==> src/rtl/spi_master_cfg_if.sv <==
// Command/response bus of the SPI master: valid/ready transmit request,
// per-transfer mode and chip-select selection, received word and status.
interface spi_master_cfg_if #(
  parameter int DATA_W = 8,
  parameter int NUM_CS = 2
);
  localparam int SEL_W = (NUM_CS > 1) ? $clog2(NUM_CS) : 1;

  logic              tx_valid;
  logic              tx_ready;
  logic [DATA_W-1:0] tx_data;
  logic [SEL_W-1:0]  cs_sel;
  logic              cpol;
  logic              cpha;
  logic [DATA_W-1:0] rx_data;
  logic              rx_valid;
  logic              busy;

  modport slave (
    input  tx_valid, tx_data, cs_sel, cpol, cpha,
    output tx_ready, rx_data, rx_valid, busy
  );

  modport master (
    output tx_valid, tx_data, cs_sel, cpol, cpha,
    input  tx_ready, rx_data, rx_valid, busy
  );
endinterface

==> src/rtl/spi_master_cfg.sv <==
// Full-duplex SPI master with runtime CPOL/CPHA, fixed bit order, NUM_CS
// active-low chip selects and CLK_DIV-cycle SCLK half-periods.
module spi_master_cfg #(
  parameter int DATA_W    = 8,
  parameter int CLK_DIV   = 2,
  parameter int NUM_CS    = 2,
  parameter bit MSB_FIRST = 1'b1
) (
  input  logic              clk,
  input  logic              rst_n,
  spi_master_cfg_if.slave   cmd,
  output logic              sclk,
  output logic              mosi,
  input  logic              miso,
  output logic [NUM_CS-1:0] cs_n
);

  localparam int CNT_W  = (CLK_DIV > 1) ? $clog2(CLK_DIV) : 1;
  localparam int HALF_W = $clog2(2 * DATA_W);
  localparam int BIT_W  = HALF_W - 1;
  localparam int SEL_W  = (NUM_CS > 1) ? $clog2(NUM_CS) : 1;

  localparam logic [CNT_W-1:0]  CNT_LAST  = CNT_W'(CLK_DIV - 1);
  localparam logic [HALF_W-1:0] HALF_LAST = HALF_W'(2 * DATA_W - 1);
  localparam logic [BIT_W-1:0]  BIT_LAST  = BIT_W'(DATA_W - 1);

  typedef enum logic [2:0] {IDLE, LEAD, SHIFT, TRAIL, DONE} state_t;

  state_t              state, state_nxt;
  logic [CNT_W-1:0]    cnt;
  logic [HALF_W-1:0]   half;
  logic [DATA_W-1:0]   tx_ord, tx_sh, rx_sh, rx_next, rx_q;
  logic [NUM_CS-1:0]   cs_dec;
  logic [BIT_W-1:0]    period;
  logic                cpol_q, cpha_q;
  logic                cnt_end, shift_end, accept;
  logic                leading, first_period, last_period, sample, advance;

  assign cnt_end      = (cnt == CNT_LAST);
  assign shift_end    = cnt_end && (half == HALF_LAST);
  assign accept       = (state == IDLE) && cmd.tx_valid;
  assign period       = half[HALF_W-1:1];
  assign leading      = ~half[0];
  assign first_period = (period == '0);
  assign last_period  = (period == BIT_LAST);
  // Leading edge samples for CPHA=0, trailing edge for CPHA=1; mosi moves on the other edge.
  assign sample       = leading ^ cpha_q;
  assign advance      = leading ? (cpha_q && !first_period) : (!cpha_q && !last_period);

  assign cmd.tx_ready = (state == IDLE);
  assign cmd.busy     = (state != IDLE);
  assign cmd.rx_valid = (state == DONE);
  assign cmd.rx_data  = rx_q;

  // NOTE: every variable driven in always_comb gets a default first, so no path infers a latch.
  always_comb begin
    tx_ord  = cmd.tx_data;
    rx_next = {miso, rx_sh[DATA_W-1:1]};
    cs_dec  = '1;
    if (MSB_FIRST) begin
      for (int i = 0; i < DATA_W; i++) tx_ord[i] = cmd.tx_data[DATA_W-1-i];
      rx_next = {rx_sh[DATA_W-2:0], miso};
    end
    for (int i = 0; i < NUM_CS; i++) begin
      if (cmd.cs_sel == SEL_W'(i)) cs_dec[i] = 1'b0;
    end
  end

  always_comb begin
    state_nxt = state;
    case (state)
      IDLE:    if (cmd.tx_valid) state_nxt = LEAD;
      LEAD:    if (cnt_end)      state_nxt = SHIFT;
      SHIFT:   if (shift_end)    state_nxt = TRAIL;
      TRAIL:   if (cnt_end)      state_nxt = DONE;
      DONE:                      state_nxt = IDLE;
      default:                   state_nxt = IDLE;
    endcase
  end

  // NOTE: clocked state uses non-blocking assignments so every register sees pre-edge values.
  always_ff @(posedge clk or negedge rst_n) begin
    if (!rst_n) state <= IDLE;
    else        state <= state_nxt;
  end

  always_ff @(posedge clk or negedge rst_n) begin
    if (!rst_n) begin
      cnt  <= '0;
      half <= '0;
    end else begin
      if (state == LEAD || state == SHIFT || state == TRAIL) cnt <= cnt_end ? '0 : cnt + 1'b1;
      else                                                   cnt <= '0;
      if (state != SHIFT)  half <= '0;
      else if (cnt_end)    half <= shift_end ? '0 : half + 1'b1;
    end
  end

  always_ff @(posedge clk or negedge rst_n) begin
    if (!rst_n) begin
      sclk   <= 1'b0;
      mosi   <= 1'b0;
      cs_n   <= '1;
      rx_q   <= '0;
      tx_sh  <= '0;
      rx_sh  <= '0;
      cpol_q <= 1'b0;
      cpha_q <= 1'b0;
    end else begin
      case (state)
        IDLE: begin
          sclk <= cmd.cpol;
          if (accept) begin
            tx_sh  <= tx_ord;
            mosi   <= tx_ord[0];
            cs_n   <= cs_dec;
            cpol_q <= cmd.cpol;
            cpha_q <= cmd.cpha;
          end
        end
        SHIFT: begin
          if (cnt_end) begin
            sclk <= ~sclk;
            if (sample) rx_sh <= rx_next;
            if (advance) begin
              tx_sh <= tx_sh >> 1;
              mosi  <= tx_sh[1];
            end
          end
        end
        TRAIL: begin
          if (cnt_end) begin
            cs_n <= '1;
            rx_q <= rx_sh;
          end
        end
        default: ;
      endcase
    end
  end

endmodule
==> src/flat_wrapper.sv <==
// flat-port wrapper written by rule: the top's interface ports become plain ports
module spi_master_cfg_flat 
#(
  parameter int DATA_W    = 8,
  parameter int CLK_DIV   = 2,
  parameter int NUM_CS    = 2,
  parameter bit MSB_FIRST = 1'b1
)
  (clk, rst_n, sclk, mosi, miso, cs_n, cmd_tx_valid, cmd_tx_data, cmd_cs_sel, cmd_cpol, cmd_cpha, cmd_tx_ready, cmd_rx_data, cmd_rx_valid, cmd_busy);
  spi_master_cfg_if #(.DATA_W(DATA_W), .NUM_CS(NUM_CS)) cmd_i ();
  input  logic clk;
  input  logic rst_n;
  output logic sclk;
  output logic mosi;
  input  logic miso;
  output logic [NUM_CS-1:0] cs_n;
  input wire logic [$bits(cmd_i.tx_valid)-1:0] cmd_tx_valid;
  input wire logic [$bits(cmd_i.tx_data)-1:0] cmd_tx_data;
  input wire logic [$bits(cmd_i.cs_sel)-1:0] cmd_cs_sel;
  input wire logic [$bits(cmd_i.cpol)-1:0] cmd_cpol;
  input wire logic [$bits(cmd_i.cpha)-1:0] cmd_cpha;
  output wire logic [$bits(cmd_i.tx_ready)-1:0] cmd_tx_ready;
  output wire logic [$bits(cmd_i.rx_data)-1:0] cmd_rx_data;
  output wire logic [$bits(cmd_i.rx_valid)-1:0] cmd_rx_valid;
  output wire logic [$bits(cmd_i.busy)-1:0] cmd_busy;
  assign cmd_i.tx_valid = cmd_tx_valid;
  assign cmd_i.tx_data = cmd_tx_data;
  assign cmd_i.cs_sel = cmd_cs_sel;
  assign cmd_i.cpol = cmd_cpol;
  assign cmd_i.cpha = cmd_cpha;
  assign cmd_tx_ready = cmd_i.tx_ready;
  assign cmd_rx_data = cmd_i.rx_data;
  assign cmd_rx_valid = cmd_i.rx_valid;
  assign cmd_busy = cmd_i.busy;
  spi_master_cfg #(.DATA_W(DATA_W), .CLK_DIV(CLK_DIV), .NUM_CS(NUM_CS), .MSB_FIRST(MSB_FIRST)) u_core (.clk(clk), .rst_n(rst_n), .cmd(cmd_i), .sclk(sclk), .mosi(mosi), .miso(miso), .cs_n(cs_n));
endmodule
==> config.mk <==
export PLATFORM = sky130hd
export DESIGN_NAME = spi_master_cfg_flat
export DESIGN_NICKNAME = d
export VERILOG_FILES = /design/src/rtl/spi_master_cfg_if.sv /design/src/rtl/spi_master_cfg.sv /design/src/flat_wrapper.sv
export SDC_FILE = /design/constraint.sdc
export NUM_CORES = 1
export LEC_CHECK = 0
export ABC_AREA = 1
export BUFFER_PORTS_ARGS = -buffer_cell sky130_fd_sc_hd__buf_2
export CAP_MARGIN = 20
export CORE_UTILIZATION = 45
export DETAILED_ROUTE_END_ITERATION = 16
export PLACE_DENSITY_LB_ADDON = 0.15
export SYNTH_ARGS = -nofsm -noshare
export SYNTH_HDL_FRONTEND = slang
export SYNTH_SLANG_ARGS = --single-unit
==> constraint.sdc <==
create_clock -name clk -period 4 [get_ports clk]
set_clock_uncertainty 0.2 [all_clocks]
set_input_delay 0.2 -clock clk [delete_from_list [all_inputs] [get_ports clk]]
set_output_delay 0.2 -clock clk [all_outputs]
set_load 0.01 [all_outputs]
==> impl_metrics.ini, run 1 <==
[worst_hold_path]
hp-class = input pin to register
hold-path-cell-count = 5

[drt]
wire_per_inst_um = 12.2
drc = 0
drt-initial-drc-count = 91
num_vias = 1411
routed_wl_um = 3490
via_per_inst = 4.93
ant_nets = 0
first_pass_iters = 4

[cts]
clk_latency_ns = 0.35
htreeDepth = 2
numCtsBuffers = 5
clk_path_buf_depth = 2
clock_sinks = 36
cts_root_buffer = clkbuf_4
clk_pin_slew_ns = 0.10
cts_tree = done
cts_resized = 0

[die]
die_h_um = 62.5
rows = 21
dieArea_mm2 = 0.00390
num_io_pins = 30
start_util_pct = 48.2
core_area_mm2 = 0.00342
die_x_um = 62.5

[yosys]
ys_seq_area_share_pct = 54.9
synth_fp_nets = 211
ys_seq_elements = 36
syn_inst = 195
yosys_warnings = 0
syn_area_per_cell_um2 = 8.44
synth_cell_types = 22
synth_area_mm2 = 0.00165

[power_and_ir_drop]
power_frac_seq_pct = 43.9
p_switching_uw = 540
cellPowerDensity_mw_per_mm2 = 664
p_int_uw = 798
p_leak_nw = 1.08
peakVddDrop_uv = 342
swShare_pct = 40.4
clock_power_share_pct = 19.3
combPwrFrac_pct = 36.7

[critical_path]
critPathLaunch = u_core.state[0]$_DFFE_PN0P_
cp.arrival_ns = 1.80
slowest_stage = nor3_4
critPathTopFamily = simple AND/OR/NAND/NOR gates
crit_required_ns = 4.01
cp.buffers_inverters = 0
endpoint = u_core.rx_sh[2]$_DFFE_PN0P_
reg2reg_from = u_core.state[0]$_DFFE_PN0P_
max_stage_delay_ns = 0.53
reg2reg_depth = 4
path_depth = 4
crit_type = register to register
cp_max_fo = 16
endpoint_kind = register
start_kind = register
worstReg2RegEnd = u_core.rx_sh[2]$_DFFE_PN0P_
r2r_slack_ns = 2.21
worstPathCellList = nor2_4 -> nand2_4 -> nor3_4 -> o21ai_0

[layout]
drive_gt1_share_pct = 21.7
fillCellCount = 312
synthToLayoutAreaGrowth_pct = 22.6
antenna_cells = 0
postLayoutCellArea_mm2 = 0.00202
stdcell_count = 286
final_net_count = 255

[global_routing]
grt_use_total_pct = 19.5
grt_antenna_before_repair = 0
grt_pass1_vias = 1369
grt_max_degree = 37
grt_remaining_overflow = 0
grt_pass1_wl_um = 5910

[place]
dp_cells = 266
place_hpwl_um = 2390
port_buffers = 29
dpl_worst_slack_ns = 2.19
post_dp_cell_area_mm2 = 0.00182
gp_congestion = 0.872

[timing]
tns_ns = 0
worst_pin_slew_ns = 0.780
grt_setup_unrepaired = no
final_hold_viol_count = 0
min_period_ns = 1.79
setup_viol = 0
layout_setup_ws_ns = 2.21
hold_ws_ns = 0.0325
relSlewSlack_pct = 48.0
max_freq_ghz = 0.558
fin_crit_sh_pct = 44.8
report.final.slew_viol_count = 0

[flow_run]
maxCapViolations = 0

[status]
status = finished, final reports clean
==> stage by stage <==
step	total power [mW]	util [%]
floorplan	0.934	-
global placement	1.05	53.2
detailed placement	1.08	53.2
CTS	1.35	59.0
global route	1.45	59.0
finish	1.34	59.0
==> cell families after synthesis <==
kind of cell | Yosys count | share of synthesized area (%)
DFF | 36 | 54.9
AOI/OAI and AO/OA | 28 | 9.13
buffers and inverters | 23 | 6.24
and+or+nand+nor | 107 | 29.0
adders and majority gates | 1 | 0.760
==> layout make-up <==
class	count	area, um2	area share [%]
clock inverters	3	42.5	2.11
repair buffers	41	265	13.2
clock buffers	5	37.5	1.86
multi-input cells	136	639	31.7
flip-flops and latches	36	903	44.8
inverters	19	71.3	3.54
well taps	46	57.6	2.85
==> state kept, by name, indices dropped and copies added, names as in the netlist <==
| signal | cells |
|---|---|
| u_core.sclk | 1 |
| u_core.half | 4 |
| u_core.cpha_q | 1 |
| u_core.cnt | 1 |
| u_core.tx_sh | 8 |
| u_core.state | 3 |
| u_core.cs_n | 2 |
| u_core.rx_sh | 8 |
| u_core.cmd.rx_data | 8 |
==> worst min-delay path by stage <==
stage	start	end	slack, ns
floorplan	rst_n	u_core.cmd.rx_data[0]$_DFFE_PN0P_	-0.30
global placement	rst_n	u_core.half[2]$_DFFE_PN0P_	0.12
detailed placement	rst_n	u_core.half[3]$_DFFE_PN0P_	0.13
CTS	cmd_cpol	u_core.sclk$_DFFE_PN0P_	0.03
global route	cmd_cpol	u_core.sclk$_DFFE_PN0P_	0.03
finish	cmd_cpol	u_core.sclk$_DFFE_PN0P_	0.03
==> synth_stat cells <==
| cell | n | area (um2) |
|---|---|---|
| nand2_2 | 4 | 25.0 |
| nor3_4 | 1 | 16.3 |
| nand2_1 | 73 | 274 |
| nand4_2 | 1 | 12.5 |
| nor2_1 | 9 | 33.8 |
| nand2_4 | 1 | 11.3 |
| nor2_4 | 2 | 22.5 |
| ha_1 | 1 | 12.5 |
| inv_2 | 2 | 7.51 |
| nor3_1 | 1 | 5.00 |
| buf_2 | 1 | 5.00 |
| o21ai_0 | 22 | 110 |
| dfstp_2 | 2 | 52.6 |
| dfrtp_1 | 34 | 851 |
| a21oi_1 | 3 | 15.0 |
| clkbuf_1 | 1 | 3.75 |
| o21ai_2 | 2 | 17.5 |
| buf_6 | 2 | 22.5 |
| nand3_1 | 14 | 70.1 |
| inv_1 | 17 | 63.8 |
| o21a_1 | 1 | 7.51 |
| nand4_1 | 1 | 6.26 |
==> metal layers <==
metal / part of all wire [%] / wire length (um) / vias up / GRT usage, %
li1: - / - / 705 / -
met1: 43 / 1490 / 668 / 21.1
met2: 52 / 1820 / 28 / 36.3
met3: 3.2 / 112 / 10 / 5.29
met4: 1.9 / 68 / 0 / 6.69
met5: 0 / 0 / - / 0
==> layout by cell type (no fill, tap or decap), drive strengths merged <==
cell / instances
o21ai: 24
dlygate4sd3: 12
nand3: 14
inv: 19
dfstp: 2
a21oi: 3
nand4: 2
bufinv: 1
buf: 29
nor2: 11
nand2: 78
clkinv: 1
nor3: 2
o21a: 1
ha: 1
clkinvlp: 1
dfrtp: 34
clkbuf: 5
==> worst reg2reg max path, delay by kind of cell, from the launching register on <==
kind	cells	cell delay (ns)
AO/OA/AOI/OAI	1	0.15
flip-flops	1	0.47
AND/OR/NAND/NOR	3	0.84
==> what timing repair did <==
item	in CTS	in global routing
buffers inserted	0	0
hold endpoints to repair	46	0
hold buffers	12	0
==> power by group through the flow <==
stage          registers, mW  logic (mW)  clock network, mW
6_report               0.588       0.492              0.259
5_1_grt                0.602       0.559              0.286
4_1_cts                0.585       0.500              0.263
3_5_place_dp           0.591       0.488                  0
3_3_place_gp           0.584       0.469                  0
2_1_floorplan          0.593       0.341                  0
(Power assumes the default switching activity.)
==> run 2: changes to the inputs <==
Clock period 4 ns to 1.6 ns, I/O delays scaled along.
==> impl_metrics.ini, run 2 (synthesized netlist as in run 1, its figures left out) <==
[status]
status = finished, final reports clean

[cts]
cts_tree = done
clk_latency_ns = 0.34
clock_sinks = 36
htreeDepth = 2
numCtsBuffers = 5
clk_path_buf_depth = 2
clk_pin_slew_ns = 0.12
cts_root_buffer = clkbuf_4

[layout]
drive_gt1_share_pct = 26.9
fillCellCount = 306
mostFrequentLayoutCells = 70 x nand2_1, 33 x dfrtp_1, 28 x buf_2
antenna_cells = 0
layout_commonest_cell = nand2_1
synthToLayoutAreaGrowth_pct = 30.6
final_net_count = 268

[drt]
drc = 0
via_per_inst = 4.85
drt-initial-drc-count = 101
first_pass_iters = 4
num_vias = 1449
routed_wl_um = 3420
ant_nets = 0
wire_per_inst_um = 11.4

[critical_path]
reg2reg_depth = 5
crit_required_ns = 1.62
start_kind = register
reg2reg_from = u_core.state[0]$_DFFE_PN0P_
endpoint_kind = register
cp_max_fo = 16
crit_type = register to register
cp.arrival_ns = 1.57
r2r_slack_ns = 0.06
worstReg2RegEnd = u_core.rx_sh[7]$_DFFE_PN0P_

[die]
num_io_pins = 30
start_util_pct = 48.2
core_area_mm2 = 0.00342
die_x_um = 62.5
rows = 21
dieArea_mm2 = 0.00390
die_h_um = 62.5

[worst_hold_path]
hp-class = input pin to async pin

[global_routing]
grt_remaining_overflow = 0
grt_pass1_wl_um = 5800
grt_antenna_before_repair = 0
grt_max_degree = 37
grt_pass1_vias = 1354
grt_use_total_pct = 19.2

[timing]
report.final.slew_viol_count = 0
min_period_ns = 1.54
relSlewSlack_pct = 70.8
layout_setup_ws_ns = 0.0553
max_freq_ghz = 0.647
worst_pin_slew_ns = 0.438
fin_crit_sh_pct = 96.5
final_hold_viol_count = 0
hold_ws_ns = 0.0833
grt_setup_unrepaired = yes
setup_viol = 0

[power_and_ir_drop]
p_leak_nw = 1.14
cellPowerDensity_mw_per_mm2 = 1620
peakVddDrop_uv = 781

[place]
port_buffers = 29
dpl_worst_slack_ns = -0.000978
place_hpwl_um = 2390
gp_congestion = 0.884

[flow_run]
maxCapViolations = 0
[run 2: metal layers]
metal	part of all wire [%]	up-vias	track usage [%]	wire [um]
met5	0	-	0	0
met4	1.7	0	10.5	58
met3	4.0	8	4.38	138
met2	51	32	32.2	1730
met1	44	671	22.6	1490
li1	-	738	-	-
[run 2: report_power, final]
group	total, mW	internal [mW]	switching (mW)
Clock	0.556	0.259	0.297
Combinational	1.49	0.605	0.882
Sequential	1.45	1.24	0.205
[run 2: cell type report]
class / count / area, um2 / area share (%)
sequential: 36 / 905 / 42.1
clock buffer: 8 / 68.8 / 3.20
multi-input combinational: 137 / 666 / 31.0
inverter: 19 / 73.8 / 3.43
tap: 46 / 57.6 / 2.68
timing repair buffer: 53 / 379 / 17.6
[run 2: critical path, cell delays in order, from the launching register on]
cell	delay (ns)
dfrtp_1	0.43
nor2_4	0.18
nand2_4	0.12
nor3_4	0.24
buf_12	0.17
o21ai_0	0.07
[run 2: how the worst max path moves through the flow]
stage | from | to | depth (start not counted)
after floorplan | u_core.state[0]$_DFFE_PN0P_ | u_core.rx_sh[0]$_DFFE_PN0P_ | 5
after global placement | u_core.half[0]$_DFFE_PN0P_ | u_core.tx_sh[1]$_DFFE_PN0P_ | 9
after detailed placement | u_core.half[0]$_DFFE_PN0P_ | u_core.tx_sh[2]$_DFFE_PN0P_ | 9
after CTS | u_core.state[2]$_DFFE_PN0P_ | cmd_tx_ready | 4
after global routing | u_core.state[0]$_DFFE_PN0P_ | u_core.rx_sh[4]$_DFFE_PN0P_ | 6
final | u_core.state[0]$_DFFE_PN0P_ | u_core.rx_sh[7]$_DFFE_PN0P_ | 5
[run 2: timing repair]
action / in CTS / in global routing
endpoints found under the setup margin: 7 / 20
pin swaps: 0 / 5
gates cloned: 0 / 1
hold buffers: 14 / 0
hold endpoints to repair: 50 / 0
resized for setup: 1 / 13
buffers inserted: 0 / 1
[run 2: per-stage QoR]
stage	total power, mW	cell area, um2	setup TNS (ns)	cells	utilization [%]
2_1_floorplan	2.33	1650	0	195	-
3_3_place_gp	2.78	1900	0	275	55.5
3_5_place_dp	2.83	1900	-0.000978	275	55.5
4_1_cts	3.41	2110	0	297	61.7
5_1_grt	3.76	2150	-0.0919	299	62.9
6_report	3.49	2150	0	299	62.9
==> run 3: changes to the inputs <==
Settings changed: RECOVER_POWER from default to 100.
==> impl_metrics.ini, run 3 (synthesized netlist as in run 1, its figures left out) <==
[place]
dpl_worst_slack_ns = -0.000978
gp_congestion = 0.884
place_hpwl_um = 2390
dp_cells = 275
port_buffers = 29
post_dp_cell_area_mm2 = 0.00190

[layout]
final_net_count = 268
fillCellCount = 312
postLayoutCoreUtil_pct = 62.5
mostFrequentLayoutCells = 70 x nand2_1, 33 x dfrtp_1, 19 x o21ai_0
stdcell_count = 299
antenna_cells = 0
ff_latch_area_um2 = 905
drive_gt1_share_pct = 22.1
synthToLayoutAreaGrowth_pct = 29.7
multi_input_area_um2 = 666
layout_commonest_cell = nand2_1
postLayoutCellArea_mm2 = 0.00213

[timing]
relSlewSlack_pct = 42.2
report.final.slew_viol_count = 0
grt_setup_unrepaired = yes
hold_ws_ns = 0.244
final_hold_viol_count = 0
setup_viol = 0
tns_ns = 0
layout_setup_ws_ns = 0.0531
min_period_ns = 1.55
fin_crit_sh_pct = 96.7
worst_pin_slew_ns = 0.867
max_freq_ghz = 0.646

[cts]
cts_tree = done
clk_pin_slew_ns = 0.12
numCtsBuffers = 5
htreeDepth = 2
clock_sinks = 36
clk_latency_ns = 0.34
clk_path_buf_depth = 2
cts_root_buffer = clkbuf_4

[drt]
drt-initial-drc-count = 100
routed_wl_um = 3430
num_vias = 1439
wire_per_inst_um = 11.5
drc = 0
first_pass_iters = 4
ant_nets = 0
via_per_inst = 4.81

[critical_path]
crit_required_ns = 1.62
cp_max_fo = 16
start_kind = register
endpoint_kind = register
crit_type = register to register
cp.arrival_ns = 1.57

[global_routing]
grt_max_degree = 37
grt_antenna_before_repair = 0
grt_pass1_wl_um = 5800
grt_remaining_overflow = 0
grt_use_total_pct = 19.2
grt_pass1_vias = 1354

[die]
start_util_pct = 48.2
num_io_pins = 30
die_h_um = 62.5
core_area_mm2 = 0.00342
die_x_um = 62.5
rows = 21
dieArea_mm2 = 0.00390

[power_and_ir_drop]
combPwrFrac_pct = 42.4
power_frac_seq_pct = 41.6
p_int_mw = 2.08
swShare_pct = 40.0
p_total_mw = 3.46
p_switching_mw = 1.39
p_leak_nw = 1.10
clock_power_share_pct = 16.0
cellPowerDensity_mw_per_mm2 = 1620
peakVddDrop_uv = 770

[worst_hold_path]
hp-class = input pin to async pin

[flow_run]
maxCapViolations = 0

[status]
status = finished, final reports clean
## run 3: changes by cell type in the layout (fill, tap and decap cells not counted), sizes merged
| cell | before | now |
|---|---|---|
| clkbuf | 8 | 19 |
| buf | 39 | 28 |
## run 3: repair_timing
| item | 4_1_cts | 5_1_grt |
|---|---|---|
| cloned | 0 | 1 |
| gates resized for setup | 1 | 13 |
| hold buffers | 14 | 0 |
| buffers inserted | 0 | 1 |
| endpoints found under the setup margin | 7 | 20 |
| pin swaps | 0 | 5 |
| hold endpoints to repair | 50 | 0 |
## run 3: worst max-delay path, stage by stage, from the launching register on
cell	delay [ns]
dfrtp_1	0.43
nor2_4	0.18
nand2_4	0.12
nor3_4	0.24
buf_12	0.17
o21ai_0	0.07
## run 3: cell type report
type                            instances  area share (%)
Tap cell                               46            2.70
Inverter                               19            3.46
Multi-Input combinational cell        137            31.2
Clock buffer                            8            3.22
Sequential cell                        36            42.4
Timing Repair Buffer                   53            17.1
## run 3: worst paths after layout
| check | start | endpoint | slack, ns | cells after the start |
|---|---|---|---|---|
| worst max register to register | u_core.state[0]$_DFFE_PN0P_ | u_core.rx_sh[7]$_DFFE_PN0P_ | 0.05 | 5 |
| worst min register to register | u_core.cmd.rx_data[6]$_DFFE_PN0P_ | u_core.cmd.rx_data[6]$_DFFE_PN0P_ | 0.29 | 2 |
| worst min-delay path | rst_n | u_core.half[3]$_DFFE_PN0P_ | 0.24 | 3 |
| min in group clk | miso | u_core.rx_sh[0]$_DFFE_PN0P_ | 0.28 | 4 |
| worst max-delay path | u_core.state[0]$_DFFE_PN0P_ | u_core.rx_sh[7]$_DFFE_PN0P_ | 0.05 | 5 |
| max in group asynchronous | rst_n | u_core.half[0]$_DFFE_PN0P_ | 0.38 | 3 |
## run 3: power groups by stage
stage | clock (mW) | combinational [mW] | sequential (mW)
final | 0.554 | 1.47 | 1.44
after global routing | 0.604 | 1.65 | 1.48
after CTS | 0.566 | 1.40 | 1.45
after detailed placement | 0 | 1.37 | 1.46
after global placement | 0 | 1.34 | 1.45
after floorplan | 0 | 0.852 | 1.48
## run 3: routing by layer
layer / GRT usage [%] / vias to the layer above / share of wire [%]
li1: - / 737 / -
met1: 22.6 / 671 / 44
met2: 32.2 / 25 / 51
met3: 4.38 / 6 / 4.1
met4: 10.5 / 0 / 1.1
met5: 0 / - / 0
